===== src/rtl/uart_pkg.sv =====
// Shared UART definitions: state encoding, default oversampling and data-width limits.
// Used by both the transmit and receive sequencers.
package uart_pkg;

    typedef enum logic [2:0] {
        IDLE   = 3'd0,
        START  = 3'd1,
        DATA   = 3'd2,
        PARITY = 3'd3,
        STOP   = 3'd4
    } uart_state_e;

    localparam int UART_OVERSAMPLE_DEF = 16;
    localparam int UART_DATA_BITS_MIN  = 5;
    localparam int UART_DATA_BITS_MAX  = 8;

endpackage


===== src/rtl/uart_tx_sequencer_if.sv =====
// Byte-stream handshake between the host-side byte source and the UART transmitter.
// Valid/ready: a byte transfers on the rising edge where tx_valid and tx_ready are both high; the source holds tx_data stable until then.
interface uart_tx_sequencer_if #(
    parameter int DATA_BITS = 8
);
    logic [DATA_BITS-1:0] tx_data;
    logic                 tx_valid;
    logic                 tx_ready;

    modport master (output tx_data, output tx_valid, input tx_ready);
    modport slave  (input tx_data, input tx_valid, output tx_ready);
endinterface


===== src/rtl/uart_tx_sequencer.sv =====
// UART transmit sequencer: counts shared oversampling ticks to frame a byte as
// start bit, LSB-first data, optional parity and stop bits on a registered tx line.
module uart_tx_sequencer
    import uart_pkg::*;
#(
    parameter int DATA_BITS  = 8,
    parameter int OVERSAMPLE = UART_OVERSAMPLE_DEF,
    parameter int PARITY_EN  = 0,
    parameter int PARITY_ODD = 0,
    parameter int STOP_BITS  = 1
) (
    input  logic                clk,
    input  logic                reset,
    input  logic                tick,
    uart_tx_sequencer_if.slave  s_if,
    output logic                tx,
    output logic                busy,
    output logic                tx_done,
    output uart_state_e         state_o
);

    localparam int TW = $clog2(OVERSAMPLE);
    localparam int BW = $clog2(DATA_BITS);
    localparam logic [TW-1:0] LAST_TICK = TW'(OVERSAMPLE - 1);
    localparam logic [BW-1:0] LAST_DATA = BW'(DATA_BITS - 1);
    localparam logic [BW-1:0] LAST_STOP = BW'(STOP_BITS - 1);

    uart_state_e          state_q, state_d;
    logic [TW-1:0]        tick_cnt_q, tick_cnt_d;
    logic [BW-1:0]        bit_cnt_q, bit_cnt_d;
    logic [DATA_BITS-1:0] shift_q, shift_d;
    logic                 parity_q, parity_d;
    logic                 tx_q, tx_d;
    logic                 done_q, done_d;
    logic                 bit_end;

    assign bit_end = tick && (tick_cnt_q == LAST_TICK);

    always_ff @(posedge clk or negedge reset) begin
        if (!reset) begin
            state_q    <= IDLE;
            tick_cnt_q <= '0;
            bit_cnt_q  <= '0;
            shift_q    <= '0;
            parity_q   <= 1'b0;
            tx_q       <= 1'b1;
            done_q     <= 1'b0;
        end else begin
            state_q    <= state_d;
            tick_cnt_q <= tick_cnt_d;
            bit_cnt_q  <= bit_cnt_d;
            shift_q    <= shift_d;
            parity_q   <= parity_d;
            tx_q       <= tx_d;
            done_q     <= done_d;
        end
    end

    always_comb begin
        state_d    = state_q;
        tick_cnt_d = tick_cnt_q;
        bit_cnt_d  = bit_cnt_q;
        shift_d    = shift_q;
        parity_d   = parity_q;
        done_d     = 1'b0;
        tx_d       = 1'b1;

        // Ticks only advance the bit timer while a frame is in flight.
        if (state_q != IDLE && tick) begin
            tick_cnt_d = bit_end ? '0 : tick_cnt_q + TW'(1);
        end

        case (state_q)
            IDLE: begin
                if (s_if.tx_valid) begin
                    state_d    = START;
                    shift_d    = s_if.tx_data;
                    parity_d   = (^s_if.tx_data) ^ (PARITY_ODD != 0);
                    tick_cnt_d = '0;
                    bit_cnt_d  = '0;
                end
            end
            START: begin
                if (bit_end) state_d = DATA;
            end
            DATA: begin
                if (bit_end) begin
                    shift_d = shift_q >> 1;
                    if (bit_cnt_q == LAST_DATA) begin
                        bit_cnt_d = '0;
                        state_d   = (PARITY_EN != 0) ? PARITY : STOP;
                    end else begin
                        bit_cnt_d = bit_cnt_q + BW'(1);
                    end
                end
            end
            PARITY: begin
                if (bit_end) state_d = STOP;
            end
            STOP: begin
                // The bit counter is reused to count stop-bit periods.
                if (bit_end) begin
                    if (bit_cnt_q == LAST_STOP) begin
                        state_d   = IDLE;
                        bit_cnt_d = '0;
                        done_d    = 1'b1;
                    end else begin
                        bit_cnt_d = bit_cnt_q + BW'(1);
                    end
                end
            end
            default: state_d = IDLE;
        endcase

        case (state_d)
            START:   tx_d = 1'b0;
            DATA:    tx_d = shift_d[0];
            PARITY:  tx_d = parity_d;
            default: tx_d = 1'b1;
        endcase
    end

    assign s_if.tx_ready = (state_q == IDLE);
    assign busy          = (state_q != IDLE);
    assign tx            = tx_q;
    assign tx_done       = done_q;
    assign state_o       = state_q;

endmodule

===== src/flat_wrapper.sv =====
// flat-port wrapper written by rule: the top's interface ports become plain ports
module uart_tx_sequencer_flat import uart_pkg::*;
#(
    parameter int DATA_BITS  = 8,
    parameter int OVERSAMPLE = UART_OVERSAMPLE_DEF,
    parameter int PARITY_EN  = 0,
    parameter int PARITY_ODD = 0,
    parameter int STOP_BITS  = 1
)
  (clk, reset, tick, tx, busy, tx_done, state_o, s_if_tx_data, s_if_tx_valid, s_if_tx_ready);
  uart_tx_sequencer_if #(.DATA_BITS(DATA_BITS)) s_if_i ();
  input  logic clk;
  input  logic reset;
  input  logic tick;
  output logic tx;
  output logic busy;
  output logic tx_done;
  output uart_state_e state_o;
  input wire logic [$bits(s_if_i.tx_data)-1:0] s_if_tx_data;
  input wire logic [$bits(s_if_i.tx_valid)-1:0] s_if_tx_valid;
  output wire logic [$bits(s_if_i.tx_ready)-1:0] s_if_tx_ready;
  assign s_if_i.tx_data = s_if_tx_data;
  assign s_if_i.tx_valid = s_if_tx_valid;
  assign s_if_tx_ready = s_if_i.tx_ready;
  uart_tx_sequencer #(.DATA_BITS(DATA_BITS), .OVERSAMPLE(OVERSAMPLE), .PARITY_EN(PARITY_EN), .PARITY_ODD(PARITY_ODD), .STOP_BITS(STOP_BITS)) u_core (.clk(clk), .reset(reset), .tick(tick), .s_if(s_if_i), .tx(tx), .busy(busy), .tx_done(tx_done), .state_o(state_o));
endmodule

===== config.mk =====
export PLATFORM = sky130hd
export DESIGN_NAME = uart_tx_sequencer_flat
export DESIGN_NICKNAME = d
export VERILOG_FILES = /design/src/rtl/uart_pkg.sv /design/src/rtl/uart_tx_sequencer_if.sv /design/src/rtl/uart_tx_sequencer.sv /design/src/flat_wrapper.sv
export SDC_FILE = /design/constraint.sdc
export NUM_CORES = 1
export LEC_CHECK = 0
export ABC_AREA = 1
export BUFFER_PORTS_ARGS = -buffer_cell sky130_fd_sc_hd__buf_2
export CORE_MARGIN = 4
export CORE_UTILIZATION = 45
export DETAILED_ROUTE_END_ITERATION = 10
export GPL_ROUTABILITY_DRIVEN = 0
export HOLD_SLACK_MARGIN = 0.12
export PLACE_DENSITY = 0.68
export SLEW_MARGIN = 20
export SYNTH_ARGS = -nofsm -noshare
export SYNTH_HDL_FRONTEND = slang
export SYNTH_SLANG_ARGS = --single-unit

===== constraint.sdc =====
create_clock -name clk -period 1.4 [get_ports clk]
set_input_delay 0.07 -clock clk [delete_from_list [all_inputs] [get_ports clk]]
set_output_delay 0.07 -clock clk [all_outputs]
set_load 0.05 [all_outputs]

==> impl_metrics.ini, run 1 <==
[outcome]
status = finished, violations left
violations = setup timing

[yosys]
synth-simple-area-share_pct = 35.7
synth_xor_area_share_pct = 1.33
synth_compound_area_share_pct = 10.2
ys_seq_elements = 21
synth_top_family_by_area = simple AND/OR/NAND/NOR gates
yosysSeqAreaShare_pct = 39.9
dominantRegCellSynth = dfrtp_1
avgSynthCellArea_um2 = 7.30
yosysUniqueCellTypes = 27
synth_top_area_cell = dfrtp_1
synthTopCellsByArea = dfrtp_1, nand2_1, inv_1, nor2_4, ha_1
synth_mux_area_share_pct = 0
synth_edf_count = 0
synth_top_area_share_pct = 37.9
yosysWarnings = 0
ys_async_sr_fraction_pct = 100
synth_adder_area_share_pct = 3.79
syn-num-nets = 197
syn-cell-area_um2 = 1320
syn_inst = 181

[place]
hpwl_um = 2350
place_area_um2 = 1550
io_buffers = 18

[finish]
multi_input_area_um2 = 768
final_common_cell = nand2_1
fin_util_pct = 64.1
final_cell_mix = nand2_1, inv_1, dfrtp_1, buf_2, buf_4
layout-drive-gt1-share_pct = 35.0
register_area_um2 = 531
nets = 240
syn_to_final_growth_pct = 34.9
final_area_um2 = 1780
antenna_cells = 0
fill_cells = 258

[floorplanning]
coreArea_um2 = 2780
die_h_um = 62.2
die_w_um = 62.2
num_rows = 19
die_area_um2 = 3870
io_pins = 19
start_util_pct = 47.5

[critical_path]
cp_top_family = simple AND/OR/NAND/NOR gates
crit_buf_inv = 0
arrival_ns = 1.66
reg2reg_from = u_core.tick_cnt_q[1]
start_kind = flop
rr_worst_depth = 9
crit_slowest_cell = dfrtp_1
path_common_cell = nand2_2
worst_r2r_endpoint = u_core.bit_cnt_q[1]
path_cells = ha_4 -> nand2_2 -> nor2_4 -> nand2_4 -> nand2_2 -> nand2_2 -> nor2_4 -> o211ai_1 -> o21ai_1
critPathRequiredTime_ns = 1.62
critPathCaptureType = flop
path_class = reg -> reg
r2r_setup_slack_ns = -0.03
cp_slowest_stage_delay_ns = 0.43
cp_max_fo = 6

[clock_tree]
clk_path_buf_depth = 2
clock_sinks = 21
clk_pin_slew_ns = 0.11
worstSkewPairLatency_ns = 0.30
cts_tree = done
cts.htree.levels = 1
cts_made_buffers = 3
cts_root_buf = clkbuf_4

[sta]
period_share_pct = 102
hold_violations = 0
maxSlewViolCount = 0
period_needed_ns = 1.43
max_freq_mhz = 698
setup_viol = 5
slew-limit-headroom_pct = 67.8
worst-slew-pin-transition_ns = 0.483
fin_skew_ns = 0.00140
fin_ws_ns = -0.0317
rsz0062_at_grt = true

[route]
drt_iter0_drc = 31
first_pass_iters = 4
drt-total-wl_um = 3080
viasPerCell = 5.09
ant_nets = 0
wl_per_cell_um = 12.1
via_count = 1293
drcViolationCount = 0

[power]
total_power_uw = 3150
p_leak_uw = 0.000947
power.density_nw_per_um2 = 1770
vdd_drop_max_uv = 1190

[global_routing]
antenna_found_initial = 0
grt_first_pass_wirelength_um = 5310
grt_max_degree = 22
grtUsageTotal_pct = 16.4
gr-total-overflow = 0
grt_pass1_vias = 1316

[min_path]
holdPathStages = 3
hold_end = u_core.shift_q[6]
hold_path.class = in -> reg
worstHoldStart = s_if_tx_data[6]

[flow_run]
cap_violations = 0
==> per-stage QoR <==
step / hold slack (ns) / setup WS, ns / TNS, ns / std cells
CTS: 0.126 / -0.0748 / -0.408 / 247
finish: 0.121 / -0.0317 / -0.0898 / 254
global route: 0.121 / -0.0978 / -0.637 / 254
global placement: 0.0520 / -0.0192 / -0.0365 / 239
detailed placement: 0.0607 / -0.0800 / -0.227 / 239
floorplan: -0.226 / -0.0583 / -0.433 / 181
==> sequential cells by signal, indices dropped and copies added (netlist names) <==
register,flops
u_core.bit_cnt_q,3
u_core.parity_q,1
u_core.shift_q,8
u_core.state_o,3
u_core.tick_cnt_q,4
u_core.tx,1
u_core.tx_done,1
==> worst max-delay path by stage <==
stage	startpoint	depth (start not counted)	slack (ns)	endpoint
after CTS	u_core.tick_cnt_q[1]	10	-0.07	u_core.tx
after global placement	u_core.tick_cnt_q[0]	8	-0.02	u_core.bit_cnt_q[1]
after global routing	u_core.tick_cnt_q[1]	9	-0.1	u_core.bit_cnt_q[1]
after detailed placement	u_core.tick_cnt_q[1]	8	-0.08	u_core.bit_cnt_q[1]
final	u_core.tick_cnt_q[1]	9	-0.03	u_core.bit_cnt_q[1]
after floorplan	u_core.state_o[2]	8	-0.06	u_core.tx
==> power breakdown <==
| group | internal, µW | total [µW] | switching, µW |
|---|---|---|---|
| clock | 111 | 289 | 178 |
| combinational | 752 | 1810 | 1050 |
| sequential | 875 | 1060 | 185 |
| total | 1740 | 3150 | 1420 |
==> cells in the mapped netlist (2+ instances only) <==
library cell,instances
nand2_1,64
inv_1,28
dfrtp_1,20
nor2_1,13
nand3_1,9
nor2_4,6
o221ai_1,5
ha_1,4
inv_2,4
nand2_2,4
o21ai_0,4
a21oi_1,3
o211ai_1,2
o21ai_1,2
==> worst reg2reg max path, stage by stage, from the launching register on <==
cell and delay [ns]:
dfrtp_1 0.43, ha_4 0.17, nand2_2 0.06, nor2_4 0.11, nand2_4 0.08, nand2_2 0.08, nand2_2 0.07, nor2_4 0.14
o211ai_1 0.11, o21ai_1 0.11
==> layer usage <==
| metal | vias to the layer above | GRT usage (%) | routed length [µm] |
|---|---|---|---|
| li1 | 655 | - | - |
| met2 | 24 | 30.4 | 1680 |
| met5 | - | 0 | 0 |
| met1 | 612 | 18.7 | 1250 |
| met4 | 0 | 4.88 | 18 |
| met3 | 2 | 3.24 | 130 |
==> area by class of cell <==
type / instances / share of cell area [%]
clock buffers: 4 / 1.47
inverters: 32 / 7.72
multi-input cells: 128 / 43.1
flip-flops and latches: 21 / 29.8
well taps: 31 / 2.18
repair buffers: 37 / 15.5
repair inverters: 1 / 0.281
==> what timing repair did <==
item	CTS	global route
resized for setup	13	19
hold buffers	3	0
setup endpoints to repair	10	19
hold endpoints to repair	23	0
buffers inserted	1	6
gates cloned	0	1
pin swaps	6	5
==> cells by family after synthesis <==
logic type | count (synthesis)
flops | 21
buf+inv | 32
xor+xnor | 2
simple gates | 102
fa+ha+maj | 4
compound gates | 20
Note: power is estimated with default switching activity, not from simulation.
==> run 2, diff against run 1 <==
--- a/config.mk
+++ b/config.mk
@@ -13,6 +13,7 @@
 export GPL_ROUTABILITY_DRIVEN = 0
 export HOLD_SLACK_MARGIN = 0.12
 export PLACE_DENSITY = 0.68
+export RECOVER_POWER = 25
 export SLEW_MARGIN = 20
 export SYNTH_ARGS = -nofsm -noshare
 export SYNTH_HDL_FRONTEND = slang
==> impl_metrics.ini, run 2 (synthesis gave the netlist of run 1 again) <==
[outcome]
status = finished, violations left
violations = setup timing

[route]
drcViolationCount = 0
wl_per_cell_um = 12.1
drt_iter0_drc = 30
drt-total-wl_um = 3080
via_count = 1294
viasPerCell = 5.09
first_pass_iters = 4
ant_nets = 0

[power]
vdd_drop_max_uv = 1190
power.density_nw_per_um2 = 1770
p_leak_uw = 0.000947

[finish]
antenna_cells = 0
reg_top3 = u_core.shift_q (8), u_core.tick_cnt_q (4)
final_cell_mix = nand2_1, inv_1, dfrtp_1, buf_2, buf_4
final_common_cell = nand2_1
largest_register_ffs = 8
fill_cells = 258
layout-drive-gt1-share_pct = 35.0
fin_cells = 254
syn_to_final_growth_pct = 34.9
final_area_um2 = 1780
nets = 240
regMostFlops = u_core.shift_q

[clock_tree]
worstSkewPairLatency_ns = 0.30
cts_tree = done
cts_root_buf = clkbuf_4
cts_made_buffers = 3
clock_sinks = 21
cts.htree.levels = 1
clk_pin_slew_ns = 0.11
clk_path_buf_depth = 2

[global_routing]
gr-total-overflow = 0
antenna_found_initial = 0
grt_first_pass_wirelength_um = 5310
grt_max_degree = 22
grtUsageTotal_pct = 16.4
grt_pass1_vias = 1316

[sta]
maxSlewViolCount = 0
period_share_pct = 102
worst-slew-pin-transition_ns = 0.535
hold_violations = 0
setup_viol = 5
rsz0062_at_grt = true
max_freq_mhz = 698
period_needed_ns = 1.43
whs_ns = 0.121
fin_ws_ns = -0.0317
slew-limit-headroom_pct = 64.3
fin_skew_ns = 0.00140

[critical_path]
r2r_setup_slack_ns = -0.03
crit_path_end = u_core.bit_cnt_q[1]
reg2reg_from = u_core.tick_cnt_q[1]
crit_start = u_core.tick_cnt_q[1]
path_class = reg -> reg
critPathRequiredTime_ns = 1.62
rr_worst_depth = 9
start_kind = flop
critPathCaptureType = flop
cp_max_fo = 6
worst_r2r_endpoint = u_core.bit_cnt_q[1]
arrival_ns = 1.66

[floorplanning]
coreArea_um2 = 2780
die_w_um = 62.2
io_pins = 19
die_area_um2 = 3870
start_util_pct = 47.5
num_rows = 19
die_h_um = 62.2

[min_path]
hold_path.class = in -> reg

[flow_run]
cap_violations = 0

[place]
io_buffers = 18
place_area_um2 = 1550
dp.cells = 239
hpwl_um = 2350
[run 2: power by group]
part / switching, µW / leakage, µW / internal (µW) / total, µW
Combinational: 1050 / 0.000676 / 752 / 1810
Clock: 178 / 0.0000150 / 111 / 289
Sequential: 185 / 0.000256 / 875 / 1060
[run 2: what timing repair did]
action / CTS / global route
hold buffers: 3 / 0
pin swaps: 6 / 5
setup endpoints to repair: 10 / 19
setup buffers: 1 / 6
gates resized for setup: 13 / 19
endpoints found under the hold margin: 23 / 0
gates cloned: 0 / 1
[run 2: area by class of cell]
type                       count  area, µm²  share of cell area [%]
clock buffer                   4       26.3                    1.47
inverter                      32        138                    7.72
tap                           31       38.8                    2.18
multi-input combinational    128        768                    43.1
timing repair buffer          37        277                    15.5
sequential                    21        531                    29.8
timing repair inverter         1       5.00                   0.281
[run 2: critical path: stages (launching register included)]
cell      delay (ns)
dfrtp_1         0.43
ha_4            0.17
nand2_2         0.06
nor2_4          0.11
nand2_4         0.08
nand2_2         0.08
nand2_2         0.07
nor2_4          0.14
o211ai_1        0.11
o21ai_1         0.11
[run 2: metal layers]
metal	wire, µm	track usage (%)	up-vias
met3	130	3.24	2
met2	1680	30.4	24
li1	-	-	656
met4	18	4.88	0
met5	0	0	-
met1	1250	18.7	612
[run 2: metrics by stage]
step	total power, µW	setup TNS [ns]	utilization [%]	setup slack, ns
finish	3150	-0.0901	64.1	-0.0317
global route	3420	-0.637	64.1	-0.0978
detailed placement	2540	-0.227	55.7	-0.0800
global placement	2480	-0.0365	55.7	-0.0192
floorplan	2100	-0.433	-	-0.0583
CTS	2960	-0.408	59.6	-0.0748
[run 2: how the worst min path moves through the flow]
stage	start	end	slack (ns)	cells after the start
floorplan	reset	u_core.bit_cnt_q[0]	-0.23	0
global placement	reset	u_core.tick_cnt_q[2]	0.05	1
detailed placement	reset	u_core.tick_cnt_q[2]	0.06	1
CTS	s_if_tx_data[6]	u_core.shift_q[6]	0.13	3
global route	s_if_tx_data[6]	u_core.shift_q[6]	0.12	3
finish	s_if_tx_data[6]	u_core.shift_q[6]	0.12	3
